===== src/rtl/led_irq_ctrl_if.sv =====
// led_irq_ctrl_if: upstream event inputs and PS-facing interrupt outputs of led_irq_ctrl
interface led_irq_ctrl_if #(
    parameter int CNT_W  = 32,
    parameter int MISS_W = 8
);
    logic              en_i;
    logic              led_int_i;
    logic [CNT_W-1:0]  int_cnt_i;
    logic              irq_ack_i;
    logic              miss_clr_i;
    logic              irq_o;
    logic              int_clr_o;
    logic [CNT_W-1:0]  cnt_snap_o;
    logic [CNT_W-1:0]  irq_cnt_o;
    logic              pend_o;
    logic [MISS_W-1:0] miss_cnt_o;
    modport master (
        output en_i, led_int_i, int_cnt_i, irq_ack_i, miss_clr_i,
        input  irq_o, int_clr_o, cnt_snap_o, irq_cnt_o, pend_o, miss_cnt_o
    );
    modport slave (
        input  en_i, led_int_i, int_cnt_i, irq_ack_i, miss_clr_i,
        output irq_o, int_clr_o, cnt_snap_o, irq_cnt_o, pend_o, miss_cnt_o
    );
endinterface


===== src/rtl/led_irq_ctrl.sv =====
// led_irq_ctrl: turns led_cnt edges into a PS level irq with snapshot, one-deep pending, miss count and re-arm holdoff
module led_irq_ctrl #(
    parameter int CNT_W       = 32,
    parameter int MISS_W      = 8,
    parameter int HOLDOFF_CYC = 16
) (
    input logic            clk100,
    input logic            rst_n,
    led_irq_ctrl_if.slave  bus
);
    localparam int HW = HOLDOFF_CYC > 1 ? $clog2(HOLDOFF_CYC) : 1;
    localparam logic [HW-1:0] H_LAST = HW'(HOLDOFF_CYC > 0 ? HOLDOFF_CYC - 1 : 0);
    typedef enum logic [1:0] {IDLE, WAIT_ACK, CLEAR, HOLDOFF} state_t;
    state_t            state, state_n;
    logic              led_q, primed, edge_det, busy_edge, rearm, acked;
    logic              pend_q, pend_base, pend_n, miss_inc, irq_q, clr_q;
    logic [HW-1:0]     hcnt;
    logic [CNT_W-1:0]  snap_q, ack_q;
    logic [MISS_W-1:0] miss_q;
    // primed masks the first cycle after reset so a level already high is not taken as an edge
    assign edge_det  = primed & bus.led_int_i & ~led_q;
    assign busy_edge = edge_det & bus.en_i & (state != IDLE);
    // next state, re-arm decision and pending/miss bookkeeping
    always_comb begin
        state_n = state;
        rearm   = 1'b0;
        acked   = 1'b0;
        case (state)
            IDLE:     state_n = (edge_det & bus.en_i) ? WAIT_ACK : IDLE;
            WAIT_ACK: begin
                state_n = (!bus.en_i || bus.irq_ack_i) ? CLEAR : WAIT_ACK;
                acked   = bus.en_i & bus.irq_ack_i;
            end
            CLEAR:    begin
                state_n = HOLDOFF_CYC > 0 ? HOLDOFF : CLEAR;
                rearm   = HOLDOFF_CYC == 0;
            end
            HOLDOFF:  rearm = hcnt == H_LAST;
        endcase
        if (rearm) state_n = (pend_q & bus.en_i) ? WAIT_ACK : IDLE;
        pend_base = rearm ? 1'b0 : pend_q;
        pend_n    = bus.en_i & (pend_base | busy_edge);
        miss_inc  = busy_edge & pend_base;
    end
    // state register and registered outputs
    always_ff @(posedge clk100 or negedge rst_n) begin
        if (!rst_n) begin
            state  <= IDLE;
            led_q  <= 1'b0;
            primed <= 1'b0;
            hcnt   <= '0;
            irq_q  <= 1'b0;
            clr_q  <= 1'b0;
            snap_q <= '0;
            ack_q  <= '0;
            pend_q <= 1'b0;
            miss_q <= '0;
        end else begin
            state  <= state_n;
            led_q  <= bus.led_int_i;
            primed <= 1'b1;
            hcnt   <= state == HOLDOFF ? hcnt + 1'b1 : '0;
            irq_q  <= state_n == WAIT_ACK;
            clr_q  <= state_n == CLEAR;
            if (state_n == WAIT_ACK && state != WAIT_ACK) snap_q <= bus.int_cnt_i;
            if (acked) ack_q <= ack_q + 1'b1;
            pend_q <= pend_n;
            miss_q <= bus.miss_clr_i ? '0 : (miss_inc && !(&miss_q)) ? miss_q + 1'b1 : miss_q;
        end
    end
    assign bus.irq_o      = irq_q;
    assign bus.int_clr_o  = clr_q;
    assign bus.cnt_snap_o = snap_q;
    assign bus.irq_cnt_o  = ack_q;
    assign bus.pend_o     = pend_q;
    assign bus.miss_cnt_o = miss_q;
endmodule


===== src/flat_wrapper.sv =====
// flat-port wrapper written by rule: the top's interface ports become plain ports
module led_irq_ctrl_flat 
#(
    parameter int CNT_W       = 32,
    parameter int MISS_W      = 8,
    parameter int HOLDOFF_CYC = 16
)
  (clk100, rst_n, bus_en_i, bus_led_int_i, bus_int_cnt_i, bus_irq_ack_i, bus_miss_clr_i, bus_irq_o, bus_int_clr_o, bus_cnt_snap_o, bus_irq_cnt_o, bus_pend_o, bus_miss_cnt_o);
  led_irq_ctrl_if #(.CNT_W(CNT_W), .MISS_W(MISS_W)) bus_i ();
  input logic clk100;
  input logic rst_n;
  input wire logic [$bits(bus_i.en_i)-1:0] bus_en_i;
  input wire logic [$bits(bus_i.led_int_i)-1:0] bus_led_int_i;
  input wire logic [$bits(bus_i.int_cnt_i)-1:0] bus_int_cnt_i;
  input wire logic [$bits(bus_i.irq_ack_i)-1:0] bus_irq_ack_i;
  input wire logic [$bits(bus_i.miss_clr_i)-1:0] bus_miss_clr_i;
  output wire logic [$bits(bus_i.irq_o)-1:0] bus_irq_o;
  output wire logic [$bits(bus_i.int_clr_o)-1:0] bus_int_clr_o;
  output wire logic [$bits(bus_i.cnt_snap_o)-1:0] bus_cnt_snap_o;
  output wire logic [$bits(bus_i.irq_cnt_o)-1:0] bus_irq_cnt_o;
  output wire logic [$bits(bus_i.pend_o)-1:0] bus_pend_o;
  output wire logic [$bits(bus_i.miss_cnt_o)-1:0] bus_miss_cnt_o;
  assign bus_i.en_i = bus_en_i;
  assign bus_i.led_int_i = bus_led_int_i;
  assign bus_i.int_cnt_i = bus_int_cnt_i;
  assign bus_i.irq_ack_i = bus_irq_ack_i;
  assign bus_i.miss_clr_i = bus_miss_clr_i;
  assign bus_irq_o = bus_i.irq_o;
  assign bus_int_clr_o = bus_i.int_clr_o;
  assign bus_cnt_snap_o = bus_i.cnt_snap_o;
  assign bus_irq_cnt_o = bus_i.irq_cnt_o;
  assign bus_pend_o = bus_i.pend_o;
  assign bus_miss_cnt_o = bus_i.miss_cnt_o;
  led_irq_ctrl #(.CNT_W(CNT_W), .MISS_W(MISS_W), .HOLDOFF_CYC(HOLDOFF_CYC)) u_core (.clk100(clk100), .rst_n(rst_n), .bus(bus_i));
endmodule

===== config.mk =====
export PLATFORM = sky130hd
export DESIGN_NAME = led_irq_ctrl_flat
export DESIGN_NICKNAME = d
export VERILOG_FILES = /design/src/rtl/led_irq_ctrl_if.sv /design/src/rtl/led_irq_ctrl.sv /design/src/flat_wrapper.sv
export SDC_FILE = /design/constraint.sdc
export NUM_CORES = 1
export LEC_CHECK = 0
export CAP_MARGIN = 40
export CELL_PAD_IN_SITES_DETAIL_PLACEMENT = 0
export CELL_PAD_IN_SITES_GLOBAL_PLACEMENT = 2
export CORE_MARGIN = 2
export CORE_UTILIZATION = 27
export CTS_BUF_LIST = sky130_fd_sc_hd__clkbuf_8 sky130_fd_sc_hd__clkbuf_16
export DETAILED_ROUTE_END_ITERATION = 16
export HOLD_SLACK_MARGIN = 0.03
export PLACE_DENSITY_LB_ADDON = 0.1
export SETUP_SLACK_MARGIN = 0.2
export SYNTH_ARGS = -nofsm -noshare
export SYNTH_HDL_FRONTEND = slang
export SYNTH_SLANG_ARGS = --single-unit
export TNS_END_PERCENT = 20

===== constraint.sdc =====
create_clock -name clk100 -period 1.99 [get_ports clk100]
set_clock_uncertainty 0.2 [all_clocks]
set_input_delay 0.597 -clock clk100 [delete_from_list [all_inputs] [get_ports clk100]]
set_output_delay 0.597 -clock clk100 [all_outputs]
set_load 0.005 [all_outputs]

==> summary by stage, run 1 <==
CTS
The number of buffers created by CTS is 9. For the worst-skew pair, the clock arrives at the later sink with an insertion delay of 340 ps. The clock net in this run drives a total of 83 sinks. Clock-pin slew was measured on the worst setup and hold paths at 60 ps. The maximum root-to-sink buffer count is 2. The maximum level of the CTS H-tree is 3. The root buffer cell chosen for the clock tree is clkbuf_16. TritonCTS built the clock tree.

Synthesis
For this run, the number of Yosys warnings is 0. In the post-synthesis netlist, the biggest area contributors are dfrtp_1, mux2_1, xnor2_1. Counting instances in the post-synthesis netlist gives the leading cell types as dfrtp_1, mux2_1, xnor2_1.

For this run, the register share of the synthesized area comes to 0.5710. The number of register bits inferred by synthesis is 83. Each instance of the synthesized netlist takes up on average 12.41 µm². The net count after synthesis is 334. Of the post-synthesis cell area, the dominant cell type holds 0.5710. Synthesis handed over a netlist of 293 instances. The number of unique standard cell types used by synthesis is 41.

The post-synthesis async set-or-reset flop share is 1.000. The largest area contributor in the netlist is dfrtp_1. The most used flip-flop cell after synthesis is dfrtp_1. The number of enable-type register cells in the synthesized netlist is 0.

dfrtp_1 is the most common cell in the netlist. The cell area after synthesis is 3637 µm².

Route
Dividing the detail-routed via count by the number of cells gives 4.446. The first routing iteration left 73 violations. After detailed routing, the wire length on met1 is 4880 µm.

The routed length on met2 is 4645 µm. The length of the first detailed-routing pass in iterations is 4. The via count is 3,010. The remaining antenna violation count after routing is 0. Wire segments on met3 add up to 551 µm in the final route. The total routed wirelength is 10,220 µm. After detailed routing, the average wire length per cell comes to 15.10 µm. In the routed design, unresolved DRC markers number 0. The highest layer touched by signal routing is met4.

Critical path
The required time at the endpoint of the critical path is 2000 ps. Together, buffers and inverters on the worst path number 1. The element type at the critical path end is a flip-flop. The highest-delay cell along the critical path is dfrtp_1.

At the worst endpoint, the arrival time is 1900 ps. The worst setup path is launched from a flip-flop. In this run the worst path has a maximum fanout of 16. The maximum cell stage delay along the critical path is 400 ps.

In this run the critical register-to-register path is captured at u_core.bus.cnt_snap_o[7]. Walking the worst path, the cells encountered are ha_4 -> nand3_4 -> o32ai_4 -> nand2_4 -> buf_12 -> mux2_1. The critical path class is flip-flop to flip-flop. For flop-to-flop paths, the worst setup slack is 100 ps. The critical path's top delay family is flip-flops. The launching point of the worst reg2reg path is u_core.hcnt[1]. The depth of the worst register-to-register path is 6.

Global routing
The first global-routing pass estimated 16,380 µm of wire. The via count of the first global-routing pass is 3,153. Entering global routing, the biggest net connects 37 pins. Across every metal layer, demand over resource in global routing totals 0.1460. The number of antenna violations at the first check in global routing is 0. The leftover overflow at the end of global routing is 0.

Min path
The terminating pin of the worst hold path is u_core.led_q. Along the worst hold path, the cell count comes to 1. In this run the most critical hold path is launched from bus_led_int_i. The path type of the worst min-delay path is input pin to flip-flop.

Job
The number of maximum-capacitance violations is 0.

STA
The fraction of the cycle the final worst path needs is 0.9477. Setup repair after global routing could not meet its margin everywhere. The shortest clock period the worst path allows after layout is 1886 ps. The highest clock rate is 530.2 MHz.

The count of final hold-check violations is 0. The tightest hold margin is 233.2 ps. The max-slew violation count came to 0. The setup violation total in the final timing report is 0.

Die
Pin placement for this block handled 113 I/O pins. The floorplan die area is 14,420 µm². For this configuration, the core starts out at a cell density of 0.2758. The floorplan step set the die width to 120.1 µm. Row generation in the floorplan step produced 42 rows. The region available for standard cell placement spans 13,190 µm². The die is 120.1 µm tall.

Power and ir drop
The worst-case IR drop observed on VDD is 314.4 µV. The power density over the cells is 848.5 nW/µm². The analysis attributes to cell leakage a power of 3.085 nW.

Power comes to 0.005289 W.

Layout
The final design area excluding fillers is 6233 µm². The repair_antennas step left the layout with diodes totalling 0. From synthesis to final layout, the design area changed by 71.38%. Once layout is complete, the cells apart from fillers number 677.

The number of filler instances in the final layout is 1,253. The layout net count is 537. The share of layout cells above drive strength 1 is 0.3553. Once layout is complete, the utilization of the core stands at 0.4726.

Placement
The cell area reported after detailed placement is 5204 µm². The count of input and output buffers is 112. After detailed placement, the design holds a cell count of 602. The total half-perimeter wirelength after legalization and detailed placement is 6322 µm. The congestion estimate from routability-driven global placement came to 0.7100.

Status
The run finished with clean final reports.
==> stage by stage <==
step	setup TNS, ps	setup slack (ps)
after CTS	0	41.04
after detailed placement	-47190	-753.7
after global routing	0	21.60
final	0	104.1
after floorplan	0	15.47
after global placement	-45110	-699.6
==> power by group <==
part	total, W	switching (W)	internal (W)
sequential	0.00226	0.000218	0.00205
clock	0.00167	0.000671	0.000995
combinational	0.00136	0.000472	0.000886
==> state kept, by name, indices dropped and copies added, names as in the netlist <==
name,count
u_core.bus.irq_cnt_o,32
u_core.hcnt,4
u_core.bus.cnt_snap_o,32
u_core.bus.irq_o,1
u_core.led_q,1
u_core.primed,1
u_core.bus.int_clr_o,1
u_core.bus.miss_cnt_o,8
u_core.bus.pend_o,1
u_core.state,2
==> repair_timing <==
action,CTS,global route
hold endpoints to repair,14,0
setup buffers,53,2
gates cloned,1,2
resized for setup,211,8
pin swaps,24,5
hold buffers,1,0
endpoints found under the setup margin,149,98
==> cells in the final DEF, fill, tap and decap left out, types with 10 or more instances in the layout <==
cell type        netlist  routed
buf_4                  2      76
xnor2_1               17      17
nand3_1               14      12
dfrtp_1               83      76
dlygate4sd2_1          0      32
xor2_1                16      16
clkdlybuf4s50_1        0      33
mux2_1                35      13
mux2_4                 0      22
nor2_1                16      13
clkbuf_16              0      10
clkdlybuf4s15_1        0      40
nand2_1               15      11
==> area by class of cell <==
class                   count  area (µm²)  area share
well taps                 176       220.2     0.03533
inverters                   6       22.52    0.003613
repair buffers            201        1817      0.2914
clock buffers              10       239.0     0.03834
multi-input cells         195        1793      0.2876
clock inverters             6       56.30    0.009033
flip-flops and latches     83        2086      0.3346
==> kinds of logic (layout without fill, tap and decap cells) <==
logic type,count (synthesis),in the layout,synth area share
AOI/OAI and AO/OA,17,17,0.03130
muxes,35,35,0.1084
xor gates and xnor gates,33,33,0.07946
buffers and inverters,16,223,0.02786
DFF,83,83,0.5710
adders and majority gates,3,3,0.01032
other,1,1,0.001031
and+or+nand+nor,105,106,0.1706
==> per-layer routing <==
layer,global-route usage,vias up
li1,-,1457
met1,0.2049,1454
met2,0.2159,88
met3,0.03279,11
met4,0.06176,0
met5,0,-
==> worst max path at each step <==
stage                          endpoint  depth (start not counted)           start  slack [ps]
5_1_grt        u_core.bus.cnt_snap_o[3]                          6  u_core.hcnt[1]          20
4_1_cts        u_core.bus.cnt_snap_o[7]                          6  u_core.hcnt[1]          40
3_3_place_gp   u_core.bus.irq_cnt_o[31]                          6        bus_en_i        -700
6_report       u_core.bus.cnt_snap_o[7]                          6  u_core.hcnt[1]         100
3_5_place_dp   u_core.bus.irq_cnt_o[31]                          6        bus_en_i        -750
2_1_floorplan  u_core.bus.miss_cnt_o[3]                          5        bus_en_i          20
Power figures use the tool's default switching activity.
==> inputs of run 2 (changes only) <==
--- a/config.mk
+++ b/config.mk
@@ -18,4 +18,4 @@
 export SYNTH_ARGS = -nofsm -noshare
 export SYNTH_HDL_FRONTEND = slang
 export SYNTH_SLANG_ARGS = --single-unit
-export TNS_END_PERCENT = 20
+export TNS_END_PERCENT = 10
==> summary by stage, run 2 (synthesized netlist as in run 1, its figures left out) <==
Status
The flow ran to the end, and the final reports show no timing, DRC or antenna violations.

Min path
The path class of the tightest hold or removal check is flip-flop to flip-flop.

CTS
The clock insertion delay at the later pin of the skew report is 340 ps (about the same). The maximum root-to-sink buffer count is 2 (unchanged). Clock tree synthesis selected as its root buffer the cell clkbuf_16.

The clock sink total came to 83 (unchanged). The clock-pin transition on the worst setup and hold timing paths came to 60 ps (about the same). The maximum level of the CTS H-tree is 3 (unchanged).

The CTS tree is done. The number of buffers created by CTS is 9 (unchanged).

Critical path
The required time at the endpoint of the critical path is 1190 ps (-810 ps). The register-to-register path setup slack was 90 ps (about the same). The highest fanout seen on the critical path was 2 (-14).

The worst setup path is launched from a flip-flop. The critical path arrival is 1130 ps (-770 ps). The critical path is of the flip-flop to primary output type. STA classifies the critical path endpoint as a primary output.

Layout
The footprint of the flip-flops and latches came to 2086 µm² (unchanged). The number of diodes came to 0 (unchanged). The utilization after layout is 0.4820 (+0.009391). The share of layout cells above drive strength 1 came to 0.3794 (+0.02416). The number of filler instances in the final layout was 1,230 (-1.8%).

In the layout the commonest cells are buf_4, dfrtp_1, clkdlybuf4s15_1. The area growth from synthesis to layout is 74.79%. The layout net count is 544 (+1.3%). The area taken by multi-input logic gates is 1807 µm² (+0.77%). Leaving out fill and tap cells, the most frequent cell in the layout is buf_4.

STA
The fraction of the cycle the final worst path needs is 0.9662 (+0.01848). The total negative slack for setup checks is 0 ps (unchanged). The setup violation total in the final timing report is 0 (unchanged).

The count of final hold-check violations is 0 (unchanged). The shortest clock period the worst path allows after layout was 1923 ps (+36.78 ps). The worst path setup slack after routing is 67.31 ps (-36.78 ps). The max-slew violation count is 0 (unchanged). The highest clock rate is 520.1 MHz (-1.9%).

Setup repair after global routing could not meet its margin everywhere.

Power and ir drop
The switching power of the nets was 0.001360 W (about the same). The standby leakage power came to 3.170 nW (+2.8%). The combinational power share was 0.270 (+0.013). The final total power is 0.005457 W (+3.2%). The largest voltage drop on the vdd net came to 322.0 µV (+2.4%). The sequential cell fraction of total power was 0.415 (-0.013). The fraction of power consumed by the clock network is 0.315 (about the same). The power density over the cells is 858.4 nW/µm² (+1.2%). The switching power as a share of total power is 0.2493 (-0.008124). The cell-internal power was 0.004097 W (+4.3%).

Die
The number of placement rows came to 42 (unchanged). The floorplan die area is 14,420 µm² (unchanged). The height of the die is 120.1 µm (unchanged). The die width is 120.1 µm (unchanged). The effective utilization at floorplan is 0.2758 (unchanged). The I/O pin total came to 113 (unchanged). The core area is 13,190 µm² (unchanged).

Route
The length of the first detailed-routing pass in iterations is 4 (unchanged). The average routed wire per standard cell is 14.63 µm (-3.1%). The number of design-rule violations left by the first detailed-router iteration came to 98 (+34%). The post-detailed-route via-to-cell ratio is 4.478 (+0.72%). The total routed wirelength was 9980 µm (-2.4%).

The DRC violation count after routing was 0 (unchanged). The via count is 3,054 (+1.5%). The remaining antenna violation count after routing came to 0 (unchanged).

Job
The number of maximum-capacitance violations is 0 (unchanged).

Global routing
The via count of the first global-routing pass is 3,050 (-3.3%). The leftover overflow at the end of global routing was 0 (unchanged). The number of antenna violations at the first check in global routing is 0 (unchanged). The wire length of the first global-routing pass is 15,910 µm (-2.9%). The maximum number of pins on one net before global-route repair is 33 (-11%). The overall global routing resource usage came to 0.1421 (-0.003894).

Placement
The total half-perimeter wirelength after legalization and detailed placement came to 6229 µm (-1.5%). The worst setup slack after placement is -738.6 ps (+15.10 ps). The final RePlAce weighted congestion was 0.7242 (+2.0%). The count of input and output buffers is 112 (unchanged).
[run 2: cell count changes in the layout (fill, tap and decap cells not counted), sizes merged]
| cell | before | now |
|---|---|---|
| clkbuf | 11 | 14 |
| buf | 94 | 100 |
| or2 | 2 | 1 |
| clkinv | 3 | 1 |
| dlygate4sd2 | 32 | 23 |
| inv | 7 | 6 |
| clkdlybuf4s15 | 40 | 50 |
| clkinvlp | 1 | 0 |
[run 2: final cells by class]
cell class / instances / share of cell area
clock buffer: 12 / 0.04192
clock inverter: 2 / 0.005511
inverter: 6 / 0.003543
multi-input combinational: 194 / 0.2842
sequential: 83 / 0.3281
tap: 176 / 0.03464
timing repair buffer: 209 / 0.3021
[run 2: stage by stage]
stage	hold slack, ps	instances	cell area, µm²
final	298.2	682	6357
after global routing	312.4	682	6357
after CTS	300.4	665	6113
after detailed placement	278.9	604	5213
after global placement	270.1	604	5213
after floorplan	101.4	293	3655
[run 2: repair_timing]
action,CTS,global route
hold buffers,1,0
hold endpoints to repair,25,0
gates resized for setup,222,16
cloned,0,2
pin swaps,20,9
buffers inserted,46,15
setup endpoints to repair,149,92
[run 2: worst max-delay path, cell delays in order, from the launching register on]
cell and delay, ps:
dfrtp_2 410, buf_4 130, dlygate4sd2_1 250
[run 2: path summary, 6_finish.rpt]
kind | startpoint | end | cells past startpoint
max | u_core.bus.miss_cnt_o[4] | bus_miss_cnt_o[4] | 2
min | u_core.bus.irq_cnt_o[14] | u_core.bus.irq_cnt_o[14] | 1
max reg2reg | u_core.hcnt[1] | u_core.bus.cnt_snap_o[24] | 6
min reg2reg | u_core.bus.irq_cnt_o[14] | u_core.bus.irq_cnt_o[14] | 1
max in group asynchronous | rst_n | u_core.bus.miss_cnt_o[3] | 3
min in group asynchronous | rst_n | u_core.bus.cnt_snap_o[23] | 2
[run 2: power groups by stage]
stage | clock network (W) | logic (W) | registers (W)
6_report | 0.00172 | 0.00147 | 0.00226
5_1_grt | 0.00187 | 0.00160 | 0.00231
4_1_cts | 0.00178 | 0.00144 | 0.00226
3_5_place_dp | 0 | 0.00128 | 0.00228
3_3_place_gp | 0 | 0.00127 | 0.00227
2_1_floorplan | 0 | 0.000384 | 0.00228
[run 2: per-layer routing]
layer	GRT usage	share of wire	up-vias
met1	0.2082	0.49	1491
li1	-	-	1459
met5	0	0	-
met3	0.03184	0.053	12
met4	0.07059	0.022	0
met2	0.1946	0.43	92
==> inputs of run 3 (changes only) <==
--- a/config.mk
+++ b/config.mk
@@ -12,8 +12,9 @@
 export CORE_UTILIZATION = 27
 export CTS_BUF_LIST = sky130_fd_sc_hd__clkbuf_8 sky130_fd_sc_hd__clkbuf_16
 export DETAILED_ROUTE_END_ITERATION = 16
+export GPL_ROUTABILITY_DRIVEN = 0
 export HOLD_SLACK_MARGIN = 0.03
-export PLACE_DENSITY_LB_ADDON = 0.1
+export PLACE_DENSITY = 0.78
 export SETUP_SLACK_MARGIN = 0.2
 export SYNTH_ARGS = -nofsm -noshare
 export SYNTH_HDL_FRONTEND = slang
==> summary by stage, run 3 (synthesized netlist as in run 1, its figures left out) <==
Route
The average routed wire per standard cell is 14.34 µm (-2.0%). The DRC violation count after routing is 0 (unchanged). The via count is 3,067 (+0.43%). The remaining antenna violation count after routing is 0 (unchanged).

The length of the first detailed-routing pass in iterations is 4 (unchanged). The number of design-rule violations left by the first detailed-router iteration is 120 (+22%). The total routed wirelength is 9708 µm (-2.7%). The post-detailed-route via-to-cell ratio is 4.530 (+1.2%).

Placement
The worst setup slack after placement came to -659.9 ps (+78.67 ps). The cell area reported after detailed placement came to 5165 µm² (-0.91%). The total half-perimeter wirelength after legalization and detailed placement is 6202 µm (-0.42%). The count of input and output buffers is 112 (unchanged).

Status
The run finished with clean final reports.

CTS
The maximum root-to-sink buffer count was 2 (unchanged). The maximum level of the CTS H-tree came to 3 (unchanged). The clock sink total came to 83 (unchanged).

The clock-pin transition on the worst setup and hold timing paths is 60 ps (about the same). The tree is rooted in a clkbuf_16. The CTS tree is done. The clock insertion delay at the later pin of the skew report was 340 ps (about the same). The number of buffers created by CTS is 9 (unchanged).

Die
The effective utilization at floorplan was 0.2758 (unchanged). The height of the die is 120.1 µm (unchanged). The I/O pin total came to 113 (unchanged).

The number of placement rows came to 42 (unchanged). The floorplan die area was 14,420 µm² (unchanged). The core area is 13,190 µm² (unchanged). The die width is 120.1 µm (unchanged).

Layout
The number of diodes was 0 (unchanged). The final design area excluding fillers was 6275 µm² (-1.3%). The area growth from synthesis to layout is 72.51%.

Leaving out fill and tap cells, the most frequent cell in the layout is dfrtp_1. The layout net count was 538 (-1.1%). Leaving out fill and tap cells, the most frequent cells in the layout are dfrtp_1, buf_4, clkdlybuf4s15_1. The share of layout cells above drive strength 1 is 0.3573 (-0.02216).

Critical path
The critical path arrival came to 1940 ps (+810 ps). The worst setup path is captured at a flip-flop. The highest fanout seen on the critical path was 8 (+6). The critical path is of the flip-flop to flip-flop type. STA classifies the critical path startpoint as a flip-flop.

The required time at the endpoint of the critical path came to 2010 ps (+820 ps).

Global routing
The wire length of the first global-routing pass is 15,540 µm (-2.3%). The maximum number of pins on one net before global-route repair came to 45 (+36%). The number of antenna violations at the first check in global routing is 0 (unchanged). The leftover overflow at the end of global routing came to 0 (unchanged). The via count of the first global-routing pass is 3,148 (+3.2%). The overall global routing resource usage is 0.1381 (-0.003980).

STA
Setup repair after global routing could not meet its margin everywhere. The highest clock rate came to 519.6 MHz (-0.11%). The worst path setup slack after routing is 65.28 ps (-2.031 ps). The count of final hold-check violations is 0 (unchanged). The max-slew violation count is 0 (unchanged). The setup violation total in the final timing report is 0 (unchanged). The tightest hold margin is 236.2 ps (-61.97 ps). The shortest clock period the worst path allows after layout is 1925 ps (+2.031 ps). The fraction of the cycle the final worst path needs is 0.9672 (+0.001021).

Power and ir drop
The largest voltage drop on the vdd net is 345.2 µV (+7.2%). The standby leakage power came to 3.165 nW (-0.16%). The power density over the cells is 827.0 nW/µm² (-3.7%).

Min path
The path type of the worst min-delay path is input pin to flip-flop.

Job
The number of maximum-capacitance violations was 0 (unchanged).
-- run 3: cell types whose count changed in the layout (fill, tap and decap cells not counted), sizes merged --
cell	delta
buf	-6
bufinv	-1
clkbuf	-2
clkdlybuf4s15	-6
clkinv	+2
dlygate4sd2	+6
inv	+2
-- run 3: layout make-up --
class / count / area [µm²]
fillers: 1205 / 6915
flip-flops and latches: 83 / 2082
repair buffers: 203 / 1896
multi-input cells: 194 / 1793
clock buffers: 10 / 239.0
well taps: 176 / 220.2
clock inverters: 5 / 22.52
inverters: 6 / 22.52
-- run 3: what timing repair did --
| item | 4_1_cts | 5_1_grt |
|---|---|---|
| setup buffers | 58 | 4 |
| gates cloned | 2 | 1 |
| setup endpoints to repair | 149 | 92 |
| hold endpoints to repair | 8 | 0 |
| pin swaps | 19 | 3 |
| resized for setup | 228 | 2 |
| hold buffers | 1 | 0 |
-- run 3: where the power goes --
part           switching (W)  leakage, nW  internal, W  total (W)
Clock               0.000636        0.140     0.000856    0.00149
Sequential          0.000203         1.08      0.00205    0.00225
Combinational       0.000486         1.94     0.000962    0.00145
-- run 3: per-stage QoR --
step	instances	setup TNS (ps)	utilization	power, W
global route	677	-12.10	0.4757	0.005480
detailed placement	596	-39530	0.3916	0.003541
CTS	672	0	0.4714	0.005240
floorplan	293	0	-	0.002665
global placement	596	-37550	0.3916	0.003500
finish	677	0	0.4757	0.005189
-- run 3: critical path: stages, from the launching register on --
cell and delay (ps):
dfrtp_1 350, ha_2 210, nand3_4 110, o32ai_2 250
nand2_2 170, clkbuf_16 210, mux2_1 310
-- run 3: per-layer routing --
metal	track usage	up-vias	part of all wire
li1	-	1458	-
met1	0.1853	1511	0.47
met2	0.2134	85	0.46
met3	0.02709	13	0.047
met4	0.06618	0	0.020
met5	0	-	0
-- run 3: worst paths after layout --
kind                                              to  depth (start not counted)                startpoint  slack [ps]
hold / removal                          u_core.led_q                          1             bus_led_int_i         240
hold reg to reg             u_core.bus.cnt_snap_o[6]                          1  u_core.bus.cnt_snap_o[6]         290
max in group asynchronous  u_core.bus.cnt_snap_o[26]                          3                     rst_n         680
setup / recovery            u_core.bus.cnt_snap_o[6]                          6            u_core.hcnt[1]          70
min in group asynchronous   u_core.bus.miss_cnt_o[7]                          2                     rst_n         440
setup reg to reg            u_core.bus.cnt_snap_o[6]                          6            u_core.hcnt[1]          70
